[src/rtl/writeback_stage.sv]
// writeback_stage
// Memory/writeback stage of the 3-stage RV32I pipeline.
// The MW pipeline register captures the instruction leaving execute.
// Loads and stores then make a data-memory access through a request/ack
// handshake, which stalls execute while the access is outstanding.
// The stage selects the writeback value, drives the register-file write
// port, and flags misaligned loads and stores to the trap unit.
//
// Ports:
//   clk, rst (asynchronous, active-low)
//   ex_*          instruction presented by execute; ex_ready back-pressures it
//   flush         trap/interrupt kill from the CSR unit
//   dmem_*        data-memory request channel (word-aligned address, lane mask)
//   reg_wrMW, waddr_MW, wdata   register-file write port
//   misalign, misalign_addr     one-cycle misaligned-access report
module writeback_stage (
    input  logic        clk,
    input  logic        rst,
    input  logic        ex_valid,
    output logic        ex_ready,
    input  logic [31:0] ex_pc,
    input  logic [31:0] ex_alu_result,
    input  logic [31:0] ex_rs2_data,
    input  logic [4:0]  ex_rd,
    input  logic        ex_reg_wr,
    input  logic [1:0]  ex_wb_sel,
    input  logic        ex_mem_rd,
    input  logic        ex_mem_wr,
    input  logic [2:0]  ex_funct3,
    input  logic [31:0] ex_csr_rdata,
    input  logic        flush,
    output logic        dmem_req,
    output logic        dmem_we,
    output logic [31:0] dmem_addr,
    output logic [31:0] dmem_wdata,
    output logic [3:0]  dmem_wmask,
    input  logic        dmem_ack,
    input  logic [31:0] dmem_rdata,
    output logic        reg_wrMW,
    output logic [4:0]  waddr_MW,
    output logic [31:0] wdata,
    output logic        misalign,
    output logic [31:0] misalign_addr
);

    typedef enum logic [1:0] {
        IDLE   = 2'd0,
        COMMIT = 2'd1,
        MEM    = 2'd2
    } state_t;

    state_t      state_reg, state_next;
    logic        kill_reg, kill_next;

    logic [31:0] pc_reg, result_reg, rs2_reg, csr_rdata_reg, load_data_reg;
    logic [4:0]  rd_reg;
    logic        reg_wr_reg, mem_rd_reg, mem_wr_reg, misaligned_reg;
    logic [1:0]  wb_sel_reg;
    logic [2:0]  funct3_reg;

    logic        capture, ex_is_mem, ex_misaligned;
    logic [31:0] load_data_next;
    logic [7:0]  rdata_byte [4];
    logic [7:0]  sel_byte;
    logic [15:0] sel_half;

    assign ex_ready  = (state_reg != MEM);
    assign capture   = ex_valid && ex_ready && !flush;
    assign ex_is_mem = ex_mem_rd || ex_mem_wr;

    // Only H/HU and W accesses have alignment constraints; bytes never fault.
    always_comb begin
        ex_misaligned = 1'b0;
        case (ex_funct3[1:0])
            2'b01:   ex_misaligned = ex_alu_result[0];
            2'b10:   ex_misaligned = (ex_alu_result[1:0] != 2'b00);
            default: ex_misaligned = 1'b0;
        endcase
    end

    // Split the returned word into byte lanes for the load extraction mux.
    generate
        for (genvar gi = 0; gi < 4; gi++) begin : g_rdata_lane
            assign rdata_byte[gi] = dmem_rdata[8*gi +: 8];
        end
    endgenerate

    assign sel_byte = rdata_byte[result_reg[1:0]];
    assign sel_half = result_reg[1] ? dmem_rdata[31:16] : dmem_rdata[15:0];

    always_comb begin
        load_data_next = dmem_rdata;
        case (funct3_reg)
            3'b000:  load_data_next = {{24{sel_byte[7]}}, sel_byte};
            3'b100:  load_data_next = {24'h000000, sel_byte};
            3'b001:  load_data_next = {{16{sel_half[15]}}, sel_half};
            3'b101:  load_data_next = {16'h0000, sel_half};
            default: load_data_next = dmem_rdata;
        endcase
    end

    // Next-state and output logic.
    always_comb begin
        state_next    = state_reg;
        kill_next     = kill_reg;
        dmem_req      = 1'b0;
        dmem_we       = 1'b0;
        dmem_addr     = 32'h0;
        dmem_wdata    = 32'h0;
        dmem_wmask    = 4'b0000;
        reg_wrMW      = 1'b0;
        waddr_MW      = rd_reg;
        wdata         = result_reg;
        misalign      = 1'b0;
        misalign_addr = 32'h0;

        case (state_reg)
            IDLE, COMMIT: begin
                // Kill only ever shadows the instruction that was in MEM.
                kill_next = 1'b0;
                if (capture)
                    state_next = (ex_is_mem && !ex_misaligned) ? MEM : COMMIT;
                else
                    state_next = IDLE;
            end
            MEM: begin
                // A flush cannot abort an access already on the bus; the
                // result is discarded instead.
                if (flush)
                    kill_next = 1'b1;
                if (dmem_ack)
                    state_next = COMMIT;
            end
            default: state_next = IDLE;
        endcase

        if (state_reg == MEM) begin
            dmem_req  = 1'b1;
            dmem_we   = mem_wr_reg;
            dmem_addr = {result_reg[31:2], 2'b00};
            case (funct3_reg[1:0])
                2'b00: begin
                    dmem_wdata = {4{rs2_reg[7:0]}};
                    dmem_wmask = 4'b0001 << result_reg[1:0];
                end
                2'b01: begin
                    dmem_wdata = {2{rs2_reg[15:0]}};
                    dmem_wmask = result_reg[1] ? 4'b1100 : 4'b0011;
                end
                default: begin
                    dmem_wdata = rs2_reg;
                    dmem_wmask = 4'b1111;
                end
            endcase
        end

        if (state_reg == COMMIT) begin
            reg_wrMW = reg_wr_reg && (rd_reg != 5'd0) && !mem_wr_reg
                       && !misaligned_reg && !kill_reg && !flush;
            if (misaligned_reg) begin
                misalign      = 1'b1;
                misalign_addr = result_reg;
            end
        end

        case (wb_sel_reg)
            2'b00:   wdata = result_reg;
            2'b01:   wdata = load_data_reg;
            2'b10:   wdata = pc_reg + 32'd4;
            default: wdata = csr_rdata_reg;
        endcase
    end

    always_ff @(posedge clk or negedge rst) begin
        if (!rst) begin
            state_reg      <= IDLE;
            kill_reg       <= 1'b0;
            pc_reg         <= 32'h0;
            result_reg     <= 32'h0;
            rs2_reg        <= 32'h0;
            csr_rdata_reg  <= 32'h0;
            load_data_reg  <= 32'h0;
            rd_reg         <= 5'd0;
            reg_wr_reg     <= 1'b0;
            wb_sel_reg     <= 2'b00;
            mem_rd_reg     <= 1'b0;
            mem_wr_reg     <= 1'b0;
            funct3_reg     <= 3'b000;
            misaligned_reg <= 1'b0;
        end else begin
            state_reg <= state_next;
            kill_reg  <= kill_next;
            if (capture) begin
                pc_reg         <= ex_pc;
                result_reg     <= ex_alu_result;
                rs2_reg        <= ex_rs2_data;
                csr_rdata_reg  <= ex_csr_rdata;
                rd_reg         <= ex_rd;
                reg_wr_reg     <= ex_reg_wr;
                wb_sel_reg     <= ex_wb_sel;
                mem_rd_reg     <= ex_mem_rd;
                mem_wr_reg     <= ex_mem_wr;
                funct3_reg     <= ex_funct3;
                misaligned_reg <= ex_is_mem && ex_misaligned;
            end
            if (state_reg == MEM && dmem_ack)
                load_data_reg <= load_data_next;
        end
    end

endmodule

[config.mk]
export PLATFORM = sky130hd
export DESIGN_NAME = writeback_stage
export DESIGN_NICKNAME = d
export VERILOG_FILES = /design/src/rtl/writeback_stage.sv
export SDC_FILE = /design/constraint.sdc
export NUM_CORES = 1
export LEC_CHECK = 0
export BUFFER_PORTS_ARGS = -buffer_cell sky130_fd_sc_hd__buf_2
export CORE_MARGIN = 5
export CORE_UTILIZATION = 40
export DETAILED_ROUTE_END_ITERATION = 8
export PLACE_DENSITY = 0.71
export SLEW_MARGIN = 5
export SYNTH_ARGS = -nofsm -noshare
export SYNTH_HDL_FRONTEND = slang
export SYNTH_SLANG_ARGS = --single-unit
[constraint.sdc]
create_clock -name clk -period 5.1 [get_ports clk]
set_input_delay 0.255 -clock clk [delete_from_list [all_inputs] [get_ports clk]]
set_output_delay 0.255 -clock clk [all_outputs]
set_load 0.02 [all_outputs]
### Word level (Yosys, flattened, before mapping)

Cells that the tools add are included.

| word-level totals | value |
|---|---|
| word-level logic and storage cells | 81 |
| register bits after elaboration | 176 |
| input bits | 178 |

| operators by class | value |
|---|---|
| $lt $le $gt $ge | 1 |
| eq/ne operators | 13 |
| muxes and demuxes | 26 |
| reduce and logical (&&, ||, !) cells | 25 |
| bitwise logic cells | 1 |
| add/subtract/negate cells | 1 |
| shifts and indexed selects | 1 |

Operators by type and width:

| cell | number |
|---|---|
| 32-bit 2-to-1 mux | 4 |
| 32-bit one-hot mux with 4 select lines | 1 |
| 32-bit one-hot mux with 3 select lines | 1 |
| 32-bit one-hot mux with 2 select lines | 1 |
| 32-bit by 3-bit adder with 32-bit output (second input constant) | 1 |
| 8-bit binary-select mux with 2-bit select | 1 |
| 16-bit 2-to-1 mux | 1 |
| 8-bit 2-to-1 mux | 2 |
| 1-bit logical AND | 10 |
| 2-bit by 1-bit == test with 1-bit output (second input constant) | 4 |
| 4-bit 2-to-1 mux | 2 |
| 4-bit one-hot mux with 2 select lines | 1 |
| 2-bit == test (second input constant) | 3 |
| 3-bit == test (second input constant) | 2 |
| 2-bit logical NOT | 3 |
| 1-bit 2-to-1 mux | 6 |
| 2-bit 2-to-1 mux | 3 |
| 2-bit != test (second input constant) | 3 |
| 1-bit logical NOT | 5 |
| 5-bit nonzero test | 1 |
| 1-bit one-hot mux with 2 select lines | 2 |
| 2-bit one-hot mux with 2 select lines | 1 |
| 2-bit nonzero test | 2 |
| 1-bit by 2-bit << shifter with 4-bit output (first input constant) | 1 |
| 7 further kinds | 7 |

### Logic depth before layout (Yosys ltp)

| logic depth | value |
|---|---|
| depth after elaboration | 7 |
| depth in mapped cells | 7 |
| gate-level depth less buffers | 7 |

### Worst setup path before layout

Ideal clock, no wire load.

| path | value |
|---|---|
| path kind | register to output |
| start point | reg pc_reg[2] |
| end point | out wdata[22] |
| arrival | 1.936 ns |
| cell stages (with the launch flop) | 7 |
| setup slack | 2.909 ns |
| path through | dfrtp_1 -> ha_1 -> and4_1 -> nand4_1 -> nor4_1 -> xor2_1 -> mux4_2 |

| between the ends | value |
|---|---|
| word-level cells in the longest chain between the ends | 2 |

RTL lines:

| item | line | text |
|---|---|---|
| start: declaration | 55 | `logic [31:0] pc_reg, result_reg, rs2_reg, csr_rdata_reg, load_data_reg;` |
| start signal: assignment | 194 | `pc_reg <= ex_pc;` |
| 32-bit by 3-bit adder with 32-bit output | 169 | `2'b10: wdata = pc_reg + 32'd4;` |
| 32-bit one-hot mux with 3 select lines | 166 | `case (wb_sel_reg)` |
| end: declaration | 41 | `output logic [31:0] wdata,` |

Every way passes these cells.

### Worst setup path after layout

| path | value |
|---|---|
| start point | reg pc_reg[7] |
| end point | out wdata[29] |

Same word-level chain as after synthesis.

==> metrics.md <==
| Metric | Value |
|---|---|
| Hold Path End | `result_reg[24]` |
| CTS buffer count | `17` |
| Largest net degree at the start of global routing | `79` |
| Maximum vdd ir drop | `0.200 mV` |
| Data arrival, critical path | `roughly 3000 ps` |
| Initial antenna violation count | `14` |
| Hold path cells | `2` |
| Clock slew at the register clock pins of the worst setup and hold paths | `80 ps` |
| Hold WS | `46.5 ps` |
| Routed wire length | `29.5 mm` |
| Crit-path max cell delay | `roughly 580 ps` |
| Syn avg cell area | `11.2 µm²` |
| DRT iter0 DRCs | `649` |
| Total grt overflow | `0` |
| Worst path required time | `around 4900 ps` |
| Outcome | `complete, no violations` |
| Achievable clock frequency | `~310 MHz` |
| Crit share post-route | `63.9%` |
| PD cells | `424 nW/µm²` |
| CTS tree | `built` |
| Critical Path, Cell by Cell | `and3_4, nand4bb_1, or3_1, xnor2_1, mux4_2, buf_2` |
| Top-count cell post-synth | `dfrtp_1` |
| Clock Tree Buf Depth | `2` |
| Share of the synthesized area in the top cell type | `a little under half` |
| WL/cell | `20.1 µm` |
| Post-DRT Antenna Nets | `0` |
| Worst Reg-to-Reg Cells | `6` |
| CTS root buffer | `clkbuf_16` |
| Worst Setup End Kind | `output port` |
| Count of cell types in the netlist | `44` |
| Nets@finish | `~1,300` |
| Top cells by area, synth | `dfrtp_1, mux2_2, mux4_2, and2_1, nand2_1` |
| Cell taking the most area after synthesis | `dfrtp_1` |
| Slowest cell on crit path | `or3_1` |
| H-tree depth | `4` |
| Grt met1 use | `28.1%` |
| Die Area | `26,600 µm²` |
| Tightest Pin Transition | `around 1000 ps` |
| DIE HEIGHT | `163 µm` |
| Grt met3 use | `under 10%` |
| Max-cap violations | `0` |
| FF-to-FF setup slack | `2330 ps` |
| Area Growth Syn to Fin | `25.9%` |
| Total number of vias | `7,741` |
| Hold Fails Final Rpt | `0` |
| Vias in the first global route | `7,785` |
| Yosys reg bits | `between 150 and 200` |
| Post-synth EDFFs | `0` |
| PostCTS Resize Cnt | `0` |
| Critical setup path kind | `register to output port` |
| Setup WS pre-CTS | `2330 ps` |
| Row count | `56` |
| Gpl congestion | `0.855` |
| Max_slew headroom | `33.5%` |
| DP Wirelength | `roughly 22 mm` |
| Busiest grt layer | `met2` |
| First-pass GRT wire length | `44.8 mm` |
| Slew Viols, Final | `0` |
| Setup-failing EPs final | `0` |
| Main synth FF type | `dfrtp_1` |
| Minimum clock period | `3260 ps` |
| Yosys warns | `0` |
| RSZ-0062 raised after global routing | `false` |
| Drt via density | `about 5.3` |
| Asr flop ratio synth | `100%` |
| Clk_skew | `12.4 ps` |
| HP Class | `primary input to register` |
| Synth top cells by count | `dfrtp_1, mux2_2, nand2_1` |
| R2R Path End | `load_data_reg[15]` |
| Post-Route Setup TNS | `0 ps` |
| Die width | `163 µm` |
| Layout cells sized above 1 | `46.9%` |
| Post-synthesis cell count | `between 800 and 900` |
| Synth Cell Area | `about 9400 µm²` |
| Crit Reg-Reg Startpoint | `state_reg[0]` |
| Post-synthesis sequential area ratio | `47.0%` |
| Number of remaining DRC errors | `0` |
| HP Start | `ex_alu_result[24]` |
| Worst Setup SP | `pc_reg[7]` |
| DR pass1 iterations | `6` |
| Leak pwr | `0.00564 µW` |
| Ports | `320` |
| Placed Area | `11,200 µm²` |
| Crit path max fanout | `10` |
| Initial Util | `40.3%` |
| Worst setup SP type | `register` |
| Setup slack after layout | `1840 ps` |
| Gr usage total | `21.8%` |
| Port buffer count | `~320` |
| Core area | `23,300 µm²` |
| Worst-Skew Late Latency | `430 ps` |
| Post-route design area | `11,800 µm²` |
| CTS Sinks | `176` |
| GR Layer Usage met2 | `35.5%` |
[logic make-up after synthesis]
family | count (synthesis) | synth area share, %
compound gates | 87 | 5.44
flops | 176 | 47.0
mux | 184 | 25.8
other cells | 1 | 0.0400
xor+xnor | 27 | 2.52
fa+ha+maj | 3 | 0.400
buf+inv | 76 | 3.48
simple gates | 282 | 15.3
[layout make-up]
| cell class | instances | area, µm² |
|---|---|---|
| fill | 2149 | 11500 |
| multi-input combinational | 585 | 4660 |
| sequential | 176 | 4410 |
| timing repair buffer | 328 | 1680 |
| clock buffer | 18 | 429 |
| tap | 319 | 399 |
| clock inverter | 14 | 145 |
| inverter | 18 | 67.6 |
| antenna | 7 | 17.5 |
[critical path: cells and delay by family, from the launching register on]
| kind | cells | cell delay (ps) |
|---|---|---|
| buffers and inverters | 1 | 180 |
| flip-flops | 1 | 420 |
| AND/OR/NAND/NOR | 3 | 1380 |
| XOR/XNOR | 1 | 130 |
| multiplexers | 1 | 460 |
[per-layer routing]
layer  wire [µm]  vias to the layer above
li1            -                     3526
met1       11900                     3813
met2       14400                      339
met3        2330                       51
met4         724                       12
met5          87                        -
[cells in the final DEF (no fill, tap or decap), drive strengths merged, types with 16 or more instances in the layout]
cell / instances
buf: 326
dfrtp: 176
mux2: 135
nand2: 78
and2: 74
nor2: 46
nand3: 44
o21ai: 35
mux4: 33
a21oi: 30
inv: 25
clkbuf: 19
xor2: 16
mux2i: 16
[what timing repair did]
item	CTS	global route
hold buffers	1	0
endpoints found under the hold margin	69	0
setup buffers	0	0
[per-stage QoR]
stage                     power (µW)  std cells  utilization (%)
after global placement          3710       1425             48.2
after detailed placement        3750       1425             48.2
after global routing            5280       1464             50.7
after floorplan                 3150        837                -
after CTS                       5050       1458             50.7
final                           5010       1465             50.7
[worst max path at each step]
stage                     end  cells after the start
finish              wdata[29]                      6
detailed placement  wdata[29]                      6
global placement    wdata[29]                      6
CTS                 wdata[29]                      6
global route        wdata[29]                      6
floorplan           wdata[22]                      6
[power breakdown]
| part | internal (µW) | switching, µW | total, µW | leakage, µW |
|---|---|---|---|---|
| Clock | 654 | 633 | 1290 | 0.000275 |
| Sequential | 1760 | 398 | 2150 | 0.00209 |
| Combinational | 769 | 800 | 1570 | 0.00327 |
(Power assumes the default switching activity.)
